`src/rtl/lsu_ram_ctrl_if.sv`:
```
// rtl/lsu_ram_ctrl_if.sv - request/response and data-RAM signal bundle for lsu_ram_ctrl
interface lsu_ram_ctrl_if #(
  parameter int ADDR_W = 32
);
  logic              req_valid;
  logic              req_ready;
  logic              req_we;
  logic [2:0]        req_funct3;
  logic [ADDR_W-1:0] req_addr;
  logic [31:0]       req_wdata;
  logic              resp_valid;
  logic [31:0]       resp_rdata;
  logic              resp_err;
  logic [ADDR_W-1:0] ram_a;
  logic              ram_we;
  logic [31:0]       ram_wd;
  logic [31:0]       ram_rd;

  modport slave (
    input  req_valid, req_we, req_funct3, req_addr, req_wdata, ram_rd,
    output req_ready, resp_valid, resp_rdata, resp_err, ram_a, ram_we, ram_wd
  );

  modport master (
    output req_valid, req_we, req_funct3, req_addr, req_wdata, ram_rd,
    input  req_ready, resp_valid, resp_rdata, resp_err, ram_a, ram_we, ram_wd
  );
endinterface

```
`src/rtl/lsu_ram_ctrl.sv`:
```
// rtl/lsu_ram_ctrl.sv - load/store unit driving a word RAM with RMW stores and split misaligned accesses
module lsu_ram_ctrl #(
  parameter int ADDR_W      = 32,
  parameter bit MISALIGN_EN = 1'b1
) (
  input  logic         clk,
  input  logic         rst_n,
  lsu_ram_ctrl_if.slave bus
);

  typedef enum logic [2:0] {S_IDLE, S_RD0, S_RD1, S_WR0, S_WR1, S_DONE} state_t;

  state_t            state_q, state_d;
  logic [ADDR_W-1:0] addr_q, addr_d;
  logic [2:0]        funct3_q, funct3_d;
  logic              we_q, we_d;
  logic [31:0]       wdata_q, wdata_d;
  logic              err_q, err_d;
  logic [31:0]       buf0_q, buf0_d;
  logic [31:0]       buf1_q, buf1_d;
  logic [31:0]       rdata_q, rdata_d;

  // A halfword at offset 3 or a word at any nonzero offset touches two RAM words.
  function automatic logic is_span(input logic [2:0] f3, input logic [1:0] off);
    return ((f3[1:0] == 2'b10) && (off != 2'b00)) || ((f3[1:0] == 2'b01) && (off == 2'b11));
  endfunction

  function automatic logic is_illegal(input logic we, input logic [2:0] f3);
    if (we) return f3[2] || (f3[1:0] == 2'b11);
    return (f3[1:0] == 2'b11) || (f3 == 3'b110);
  endfunction

  logic              span;
  logic [ADDR_W-1:0] w0, w1;
  logic [31:0]       lo_word, hi_word, shifted, load_val;
  logic [3:0]        mask4;
  logic [7:0]        mask8;
  logic [63:0]       data64, old64, merged;

  // Datapath: word addresses, load extraction/extension and store byte merge.
  always_comb begin
    span    = is_span(funct3_q, addr_q[1:0]);
    w0      = {addr_q[ADDR_W-1:2], 2'b00};
    w1      = w0 + ADDR_W'(4);
    // In RD1 the low word is already buffered and the high word is on ram_rd;
    // in RD0 only the current word is needed (non-spanning loads).
    lo_word = (state_q == S_RD1) ? buf0_q : bus.ram_rd;
    hi_word = (state_q == S_RD1) ? bus.ram_rd : 32'h0;
    shifted = 32'({hi_word, lo_word} >> {addr_q[1:0], 3'b000});
    case (funct3_q)
      3'b000:  load_val = {{24{shifted[7]}}, shifted[7:0]};
      3'b001:  load_val = {{16{shifted[15]}}, shifted[15:0]};
      3'b100:  load_val = {24'h0, shifted[7:0]};
      3'b101:  load_val = {16'h0, shifted[15:0]};
      default: load_val = shifted;
    endcase
    case (funct3_q[1:0])
      2'b00:   mask4 = 4'h1;
      2'b01:   mask4 = 4'h3;
      default: mask4 = 4'hF;
    endcase
    mask8  = {4'h0, mask4} << addr_q[1:0];
    data64 = {32'h0, wdata_q} << {addr_q[1:0], 3'b000};
    old64  = {buf1_q, buf0_q};
    merged = old64;
    for (int i = 0; i < 8; i++) begin
      if (mask8[i]) merged[8*i +: 8] = data64[8*i +: 8];
    end
  end

  // Next-state and per-state bus outputs.
  always_comb begin
    state_d        = state_q;
    addr_d         = addr_q;
    funct3_d       = funct3_q;
    we_d           = we_q;
    wdata_d        = wdata_q;
    err_d          = err_q;
    buf0_d         = buf0_q;
    buf1_d         = buf1_q;
    rdata_d        = rdata_q;
    bus.req_ready  = 1'b0;
    bus.resp_valid = 1'b0;
    bus.resp_err   = 1'b0;
    bus.ram_a      = '0;
    bus.ram_we     = 1'b0;
    bus.ram_wd     = 32'h0;
    case (state_q)
      S_IDLE: begin
        bus.req_ready = 1'b1;
        if (bus.req_valid) begin
          addr_d   = bus.req_addr;
          funct3_d = bus.req_funct3;
          we_d     = bus.req_we;
          wdata_d  = bus.req_wdata;
          err_d    = is_illegal(bus.req_we, bus.req_funct3) ||
                     (!MISALIGN_EN && is_span(bus.req_funct3, bus.req_addr[1:0]));
          if (err_d) begin
            rdata_d = 32'h0;
            state_d = S_DONE;
          end else begin
            state_d = S_RD0;
          end
        end
      end
      S_RD0: begin
        bus.ram_a = w0;
        buf0_d    = bus.ram_rd;
        buf1_d    = 32'h0;
        if (span) begin
          state_d = S_RD1;
        end else if (we_q) begin
          state_d = S_WR0;
        end else begin
          rdata_d = load_val;
          state_d = S_DONE;
        end
      end
      S_RD1: begin
        bus.ram_a = w1;
        buf1_d    = bus.ram_rd;
        if (we_q) begin
          state_d = S_WR0;
        end else begin
          rdata_d = load_val;
          state_d = S_DONE;
        end
      end
      S_WR0: begin
        bus.ram_a  = w0;
        bus.ram_we = 1'b1;
        bus.ram_wd = merged[31:0];
        state_d    = span ? S_WR1 : S_DONE;
      end
      S_WR1: begin
        bus.ram_a  = w1;
        bus.ram_we = 1'b1;
        bus.ram_wd = merged[63:32];
        state_d    = S_DONE;
      end
      S_DONE: begin
        bus.resp_valid = 1'b1;
        bus.resp_err   = err_q;
        state_d        = S_IDLE;
      end
      default: state_d = S_IDLE;
    endcase
  end

  assign bus.resp_rdata = rdata_q;

  // State and latched-request registers; reset aborts any access in flight.
  always_ff @(posedge clk or negedge rst_n) begin
    if (!rst_n) begin
      state_q  <= S_IDLE;
      addr_q   <= '0;
      funct3_q <= 3'b000;
      we_q     <= 1'b0;
      wdata_q  <= 32'h0;
      err_q    <= 1'b0;
      buf0_q   <= 32'h0;
      buf1_q   <= 32'h0;
      rdata_q  <= 32'h0;
    end else begin
      state_q  <= state_d;
      addr_q   <= addr_d;
      funct3_q <= funct3_d;
      we_q     <= we_d;
      wdata_q  <= wdata_d;
      err_q    <= err_d;
      buf0_q   <= buf0_d;
      buf1_q   <= buf1_d;
      rdata_q  <= rdata_d;
    end
  end

endmodule
```
`src/flat_wrapper.sv`:
```
// flat-port wrapper written by rule: the top's interface ports become plain ports
module lsu_ram_ctrl_flat 
#(
  parameter int ADDR_W      = 32,
  parameter bit MISALIGN_EN = 1'b1
)
  (clk, rst_n, bus_req_valid, bus_req_we, bus_req_funct3, bus_req_addr, bus_req_wdata, bus_ram_rd, bus_req_ready, bus_resp_valid, bus_resp_rdata, bus_resp_err, bus_ram_a, bus_ram_we, bus_ram_wd);
  lsu_ram_ctrl_if #(.ADDR_W(ADDR_W)) bus_i ();
  input  logic clk;
  input  logic rst_n;
  input wire logic [$bits(bus_i.req_valid)-1:0] bus_req_valid;
  input wire logic [$bits(bus_i.req_we)-1:0] bus_req_we;
  input wire logic [$bits(bus_i.req_funct3)-1:0] bus_req_funct3;
  input wire logic [$bits(bus_i.req_addr)-1:0] bus_req_addr;
  input wire logic [$bits(bus_i.req_wdata)-1:0] bus_req_wdata;
  input wire logic [$bits(bus_i.ram_rd)-1:0] bus_ram_rd;
  output wire logic [$bits(bus_i.req_ready)-1:0] bus_req_ready;
  output wire logic [$bits(bus_i.resp_valid)-1:0] bus_resp_valid;
  output wire logic [$bits(bus_i.resp_rdata)-1:0] bus_resp_rdata;
  output wire logic [$bits(bus_i.resp_err)-1:0] bus_resp_err;
  output wire logic [$bits(bus_i.ram_a)-1:0] bus_ram_a;
  output wire logic [$bits(bus_i.ram_we)-1:0] bus_ram_we;
  output wire logic [$bits(bus_i.ram_wd)-1:0] bus_ram_wd;
  assign bus_i.req_valid = bus_req_valid;
  assign bus_i.req_we = bus_req_we;
  assign bus_i.req_funct3 = bus_req_funct3;
  assign bus_i.req_addr = bus_req_addr;
  assign bus_i.req_wdata = bus_req_wdata;
  assign bus_i.ram_rd = bus_ram_rd;
  assign bus_req_ready = bus_i.req_ready;
  assign bus_resp_valid = bus_i.resp_valid;
  assign bus_resp_rdata = bus_i.resp_rdata;
  assign bus_resp_err = bus_i.resp_err;
  assign bus_ram_a = bus_i.ram_a;
  assign bus_ram_we = bus_i.ram_we;
  assign bus_ram_wd = bus_i.ram_wd;
  lsu_ram_ctrl #(.ADDR_W(ADDR_W), .MISALIGN_EN(MISALIGN_EN)) u_core (.clk(clk), .rst_n(rst_n), .bus(bus_i));
endmodule
```
`config.mk`:
```
export PLATFORM = sky130hd
export DESIGN_NAME = lsu_ram_ctrl_flat
export DESIGN_NICKNAME = d
export VERILOG_FILES = /design/src/rtl/lsu_ram_ctrl_if.sv /design/src/rtl/lsu_ram_ctrl.sv /design/src/flat_wrapper.sv
export SDC_FILE = /design/constraint.sdc
export NUM_CORES = 1
export LEC_CHECK = 0
export ABC_AREA = 1
export CORE_ASPECT_RATIO = 1.2
export CORE_MARGIN = 5
export CORE_UTILIZATION = 45
export DETAILED_ROUTE_END_ITERATION = 16
export GPL_ROUTABILITY_DRIVEN = 0
export HOLD_SLACK_MARGIN = 0.03
export PLACE_DENSITY = 0.8
export SKIP_CTS_REPAIR_TIMING = 1
export SYNTH_ARGS = -nofsm -noshare
export SYNTH_HDL_FRONTEND = slang
export SYNTH_SLANG_ARGS = --single-unit
```
`constraint.sdc`:
```
create_clock -name clk -period 4.4 [get_ports clk]
set_clock_uncertainty 0.2 [all_clocks]
set_input_delay 0.44 -clock clk [delete_from_list [all_inputs] [get_ports clk]]
set_output_delay 0.44 -clock clk [all_outputs]
set_load 0.05 [all_outputs]
```
* After elaboration in Yosys (flattened, before gate mapping)
Cells that the tools add are included.
Operators by class: muxes and demuxes 37, eq/ne operators 16, add/subtract/negate cells 1, shift operators 3, reductions and logical operators 16
Operators with widths (number):
- $mux 32 | 6
- $pmux 32 s2 | 3
- $pmux 32 s4 | 1
- $pmux 32 s3 | 1
- $mux 8 | 8
- $shl 32x5->64 | 1
- $shr 64x5->32 | 1
- $add 32x3->32 const B | 1
- $eq 3x3->1 const B | 5
- $pmux 3 s5 | 1
- $mux 1 | 12
- $mux 3 | 4
- $pmux 4 s2 | 1
- $shl 4x2->8 | 1
- $eq 2x2->1 const B | 3
- $eq 3x1->1 const B | 2
- $eq 3x2->1 const B | 2
- $logic_not 3->1 | 2
- $reduce_or 2->1 | 3
- $ne 2x2->1 const B | 2
- $reduce_and 4->1 | 1
- $reduce_bool 2->1 | 2
- $logic_or 1x1->1 | 3
- $reduce_bool 3->1 | 1
- 5 further kinds | 6
Storage, ports and cells: input bits 103, word-level logic and storage cells 82, register bits 168

* Longest topological paths before layout
word-level depth 9, gate-level depth with buffers 13, depth with buffers taken out 11

* Worst setup path before layout
Ideal clock, no wire load.
kind register -> output, start point register u_core.addr_q[0], end point output port bus_ram_wd[16], slack 1311 ps, data required time 3760 ps, arrival time 2449 ps, cell stages (with the launch flop) 8, cells stage by stage dfrtp_1 buf_2 buf_2 nor2_2 clkinv_1 o221ai_1 o21ai_0 o21ai_0
On the way: cells in the longest elaborated chain, start to end 3, elaborated cells between the ends (all ways) 5, those cells by class 2 x shift; 3 x mux
Ends and longest elaborated chain:
- start, declared | line lsu_ram_ctrl.sv:14 | logic [ADDR_W-1:0] addr_q, addr_d;
- start signal, assigned | line lsu_ram_ctrl.sv:166 | addr_q <= addr_d;
- $shl 32x5->64 or $shl 4x2->8 (tied branches) | line lsu_ram_ctrl.sv:63, lsu_ram_ctrl.sv:62
- $mux 8 | line lsu_ram_ctrl.sv:67 | if (mask8[i]) merged[8*i +: 8] = data64[8*i +: 8];
- $pmux 32 s2 (*) | line lsu_ram_ctrl.sv:88 | case (state_q)
- end, declared | line flat_wrapper.sv:23 | output wire logic [$bits(bus_i.ram_wd)-1:0] bus_ram_wd;
Mark *: on every way between the ends. The rest lies on a longest branch, timed or not.

* Worst setup path in the final report
start point register u_core.state_q[0], end point output port bus_ram_we
On the way: cells in the longest elaborated chain, start to end 3, elaborated cells between the ends (all ways) 4, those cells by class 2 x eq/ne; 1 x mux; 1 x reduce/logical
Ends and longest elaborated chain:
- start, declared | line lsu_ram_ctrl.sv:13 | state_t state_q, state_d;
- start signal, assigned | line lsu_ram_ctrl.sv:165 | state_q <= state_d;
- $eq 3x2->1 or $eq 3x3->1 (tied branches) | line lsu_ram_ctrl.sv:88
- $reduce_or 2->1 (no line) (*)
- $mux 1 (*) | line lsu_ram_ctrl.sv:88
- end, declared | line flat_wrapper.sv:22 | output wire logic [$bits(bus_i.ram_we)-1:0] bus_ram_we;
Marks and branches as above.

==> metrics.md <==
| Metric | Value |
|---|---|
| Status | finished with violations |
| Violations in the final reports | hold timing |
| Sequential share of the synthesized area | 41.2% |
| Initial antenna violation count | 0 |
| Number of max-slew violations in the final report | 0 |
| Vias in the first global route | 10.8k |
| Worst supply voltage drop on vdd | 0.000517 V |
| Max-Slew Margin vs Limit | 29.8% |
| Internal power consumption | 5.10 mW |
| Cell area after technology mapping | 10200 µm² |
| Number of detailed-route iterations in the first pass | 7 |
| Kind of critical path | register to output pin |
| Clk root buf | clkbuf_16 |
| Most frequent cell on the critical path | inv_1 |
| Number of DRC violations after detailed-routing iteration 0 | 1627 |
| Time the final worst path needs with I/O delays and setup | 4150 ps |
| HPWL reported at the end of detailed placement | 27400 µm |
| Most numerous cell in the Yosys netlist | nand2_1 |
| Leakage dissipation | 6.00 nW |
| Unrepaired setup endpoints after global routing | false |
| Part of the power in registers | 25.0% |
| Critical path fanouts, max | 24 |
| Antenna violation net count after detailed routing | 0 |
| Sum of routed wire length over all layers | 37500 µm |
| Clk pwr share | 13.7% |
| Clock tree buffer depth | 2 |
| Async set-reset flop share out of synthesis | 100% |
| Number of flip-flops and latches in the synthesized netlist | 168 |
| Post-layout net count | 1726 |
| Total Neg Setup Slack | 0 ps |
| Fin util | 58.2% |
| Maximum number of pins on one net before global-route repair | 115 |
| R2r setup slk | 1280 ps |
| Post-Synthesis Cells | 1469 |
| Synth cell types | 43 |
| Clock-pin slew of the registers on the worst-case setup and hold paths | 80 ps |
| Mean area per synthesized cell | 6.95 µm² |
| Maximum achievable frequency | 0.241 GHz |
| Final setup vio count | 0 |
| Global-route usage over all layers | 28.5% |
| P&R area growth vs syn | 27.7% |
| Share of the clock period used by the worst path after layout | 94.2% |
| Min Hold Slack | -70.7 ps |
| Endpoint of the most critical setup path | bus_ram_we |
| Number of clock buffers inserted by TritonCTS | 17 |
| Worst r2r src | u_core.state_q[0] |
| Post-synth top area cell | dfrtp_1 |
| Floorplan die area | 25800 µm² |
| Element type at the critical path end | output pin |
| Transition at the pin with the smallest max-transition slack | 1050 ps |
| Initial cell density of the core | 45.6% |
| Switching component of the power | 6.15 mW |
| Worst EP arrival | 3510 ps |
| Proportion of total power due to net switching | 54.7% |
| I/O pin count | 203 |
| ANT cells | 0 |
| DR vias | 11.3k |
| Number of remaining DRC errors | 0 |
| Total count of hold-check failures in the final report | 49 |
| Later-pin clock latency in the skew report | 440 ps |
| Chip Height | 175 µm |
| Die span in x | 147 µm |
| Origin of the worst setup path | u_core.state_q[0] |
| First-pass GRT wire length | 58200 µm |
| Main synth FF type | dfrtp_1 |
| Core outline area | 22400 µm² |
| Number of port buffers | 200 |
| Number of maximum-capacitance constraint violations | 0 |
| Endpoint of the lowest-slack register-to-register path | u_core.bus.resp_rdata[14] |
| Power density of the placed cells | 863 nW/µm² |
| Ys Warns | 0 |
| Proportion of netlist area held by the largest area contributor | 41.2% |
| Number of flops mapped to enable cells by yosys | 0 |
| Classification of the worst-slack hold path | input port to async pin |
| CP max-delay cell | clkdlybuf4s50_1 |
| Clock sinks | 168 |
| R2r worst-path depth | 10 |
| Critical path cell sequence | inv_2, nor2_4, inv_1, nor2_2, buf_4, inv_1, nand2_1, clkdlybuf4s50_1 |
| TritonCTS clock tree | done |
| Remaining global-route overflow | 0 |
| Commonest cells in the netlist | 483 x nand2_1, 214 x o21ai_0, 168 x dfrtp_1 |
| Per-cell via count in the routed design | 5.89 |
| Cell types with the largest area share after synthesis | dfrtp_1 41%, nand2_1 18%, o21ai_0 10% |
| Cell row count | 60 |
| Layout cells sized above 1 | 6.36% |
| Average detailed-routed wire length per instance | 19.6 µm |
| H-Tree Level Count | 4 |
| Data required, critical path | 3760 ps |
| Startpoint types | register |
| Combinational power share | 61.3% |
| Largest stage delay, worst path | 870 ps |
[sequential cells by signal (all words and copies together), names as in the netlist]
| name | count |
|---|---|
| u_core.buf0_q | 32 |
| u_core.bus.resp_rdata | 32 |
| u_core.wdata_q | 32 |
| u_core.funct3_q | 3 |
| u_core.addr_q | 32 |
| u_core.we_q | 1 |
| u_core.buf1_q | 32 |
| u_core.state_q | 3 |
| u_core.err_q | 1 |
[stage by stage]
stage          hold slack (ps)  instance area (µm²)  worst slack, ps  std cells  power (mW)
2_1_floorplan            -55.6                10200             1310       1470        7.32
3_3_place_gp               252                12400              853       1882        9.40
3_5_place_dp               254                12400              813       1882        9.51
4_1_cts                  -4.01                13000              341       1914        11.1
5_1_grt                   50.0                13000             75.7       1914        11.9
6_report                 -70.7                13000              254       1914        11.2
[metal layers]
layer  global-route usage (%)  part of all wire [%]  vias up
met4                     18.8                   8.3        0
li1                         -                     -     5146
met5                        0                     0        -
met2                     45.9                    45      827
met3                     6.56                    11      207
met1                     34.1                    36     5092
[cells in the final DEF (no fill, tap or decap), types with 3 or more instances in the layout]
master           synthesis  routed
nand2_1                483     483
o21ai_0                214     214
clkdlybuf4s50_1          0     172
dfrtp_1                168     167
inv_1                  141     141
nand3_1                120     120
nor2_1                  69      69
o22ai_1                 40      40
a21oi_1                 30      30
buf_4                    8      23
buf_12                   0      19
clkbuf_16                0      17
o21ai_1                 15      15
o221ai_1                11      11
nand4_1                 10      10
o211ai_1                 9       9
nor3_1                   9       9
a22oi_1                  9       9
mux2i_1                  7       7
inv_6                    0       6
nor2_4                   4       5
nor2_2                   6       5
o2111ai_1                5       5
nand3b_1                 4       4
or2_2                    4       4
xor2_1                   4       4
inv_8                    0       4
inv_2                    3       3
clkinv_1                 3       3
nand3_2                  3       3
[layout make-up]
cell class / count / area, µm²
Timing Repair Buffer: 215 / 2290
Clock inverter: 13 / 151
Sequential cell: 168 / 4210
Tap cell: 279 / 349
Inverter: 149 / 567
Clock buffer: 19 / 443
Fill cell: 2022 / 9340
Multi-Input combinational cell: 1071 / 5030
[power groups by stage]
stage / Clock [mW] / Combinational, mW / Sequential, mW
floorplan: 0 / 4.38 / 2.94
global placement: 0 / 6.62 / 2.78
detailed placement: 0 / 6.72 / 2.79
CTS: 1.56 / 6.76 / 2.77
global route: 1.62 / 7.40 / 2.86
finish: 1.54 / 6.89 / 2.81
[worst min-delay path by stage]
stage	startpoint	to	slack [ps]	depth (start not counted)
after CTS	rst_n	u_core.addr_q[27]	-4	1
after detailed placement	u_core.buf1_q[6]	u_core.buf1_q[6]	250	2
final	rst_n	u_core.addr_q[22]	-70	1
after global routing	rst_n	u_core.addr_q[27]	50	1
after floorplan	rst_n	u_core.addr_q[0]	-60	0
after global placement	u_core.buf1_q[6]	u_core.buf1_q[6]	250	2
[worst max-delay path, delay by kind of cell, from the launching register on]
kind,cells,cell delay (ps)
and+or+nand+nor,3,720
DFF,1,440
buffers and inverters,5,1900
[kinds of logic after synthesis]
group	count (synthesis)	synth area share, %
DFF	168	41.2
adders and majority gates	1	0.123
muxes	7	0.687
and+or+nand+nor	718	29.6
other	1	0.0368
AOI/OAI and AO/OA	339	18.4
buffers and inverters	231	9.60
xor gates and xnor gates	4	0.343
(Power assumes the default switching activity.)
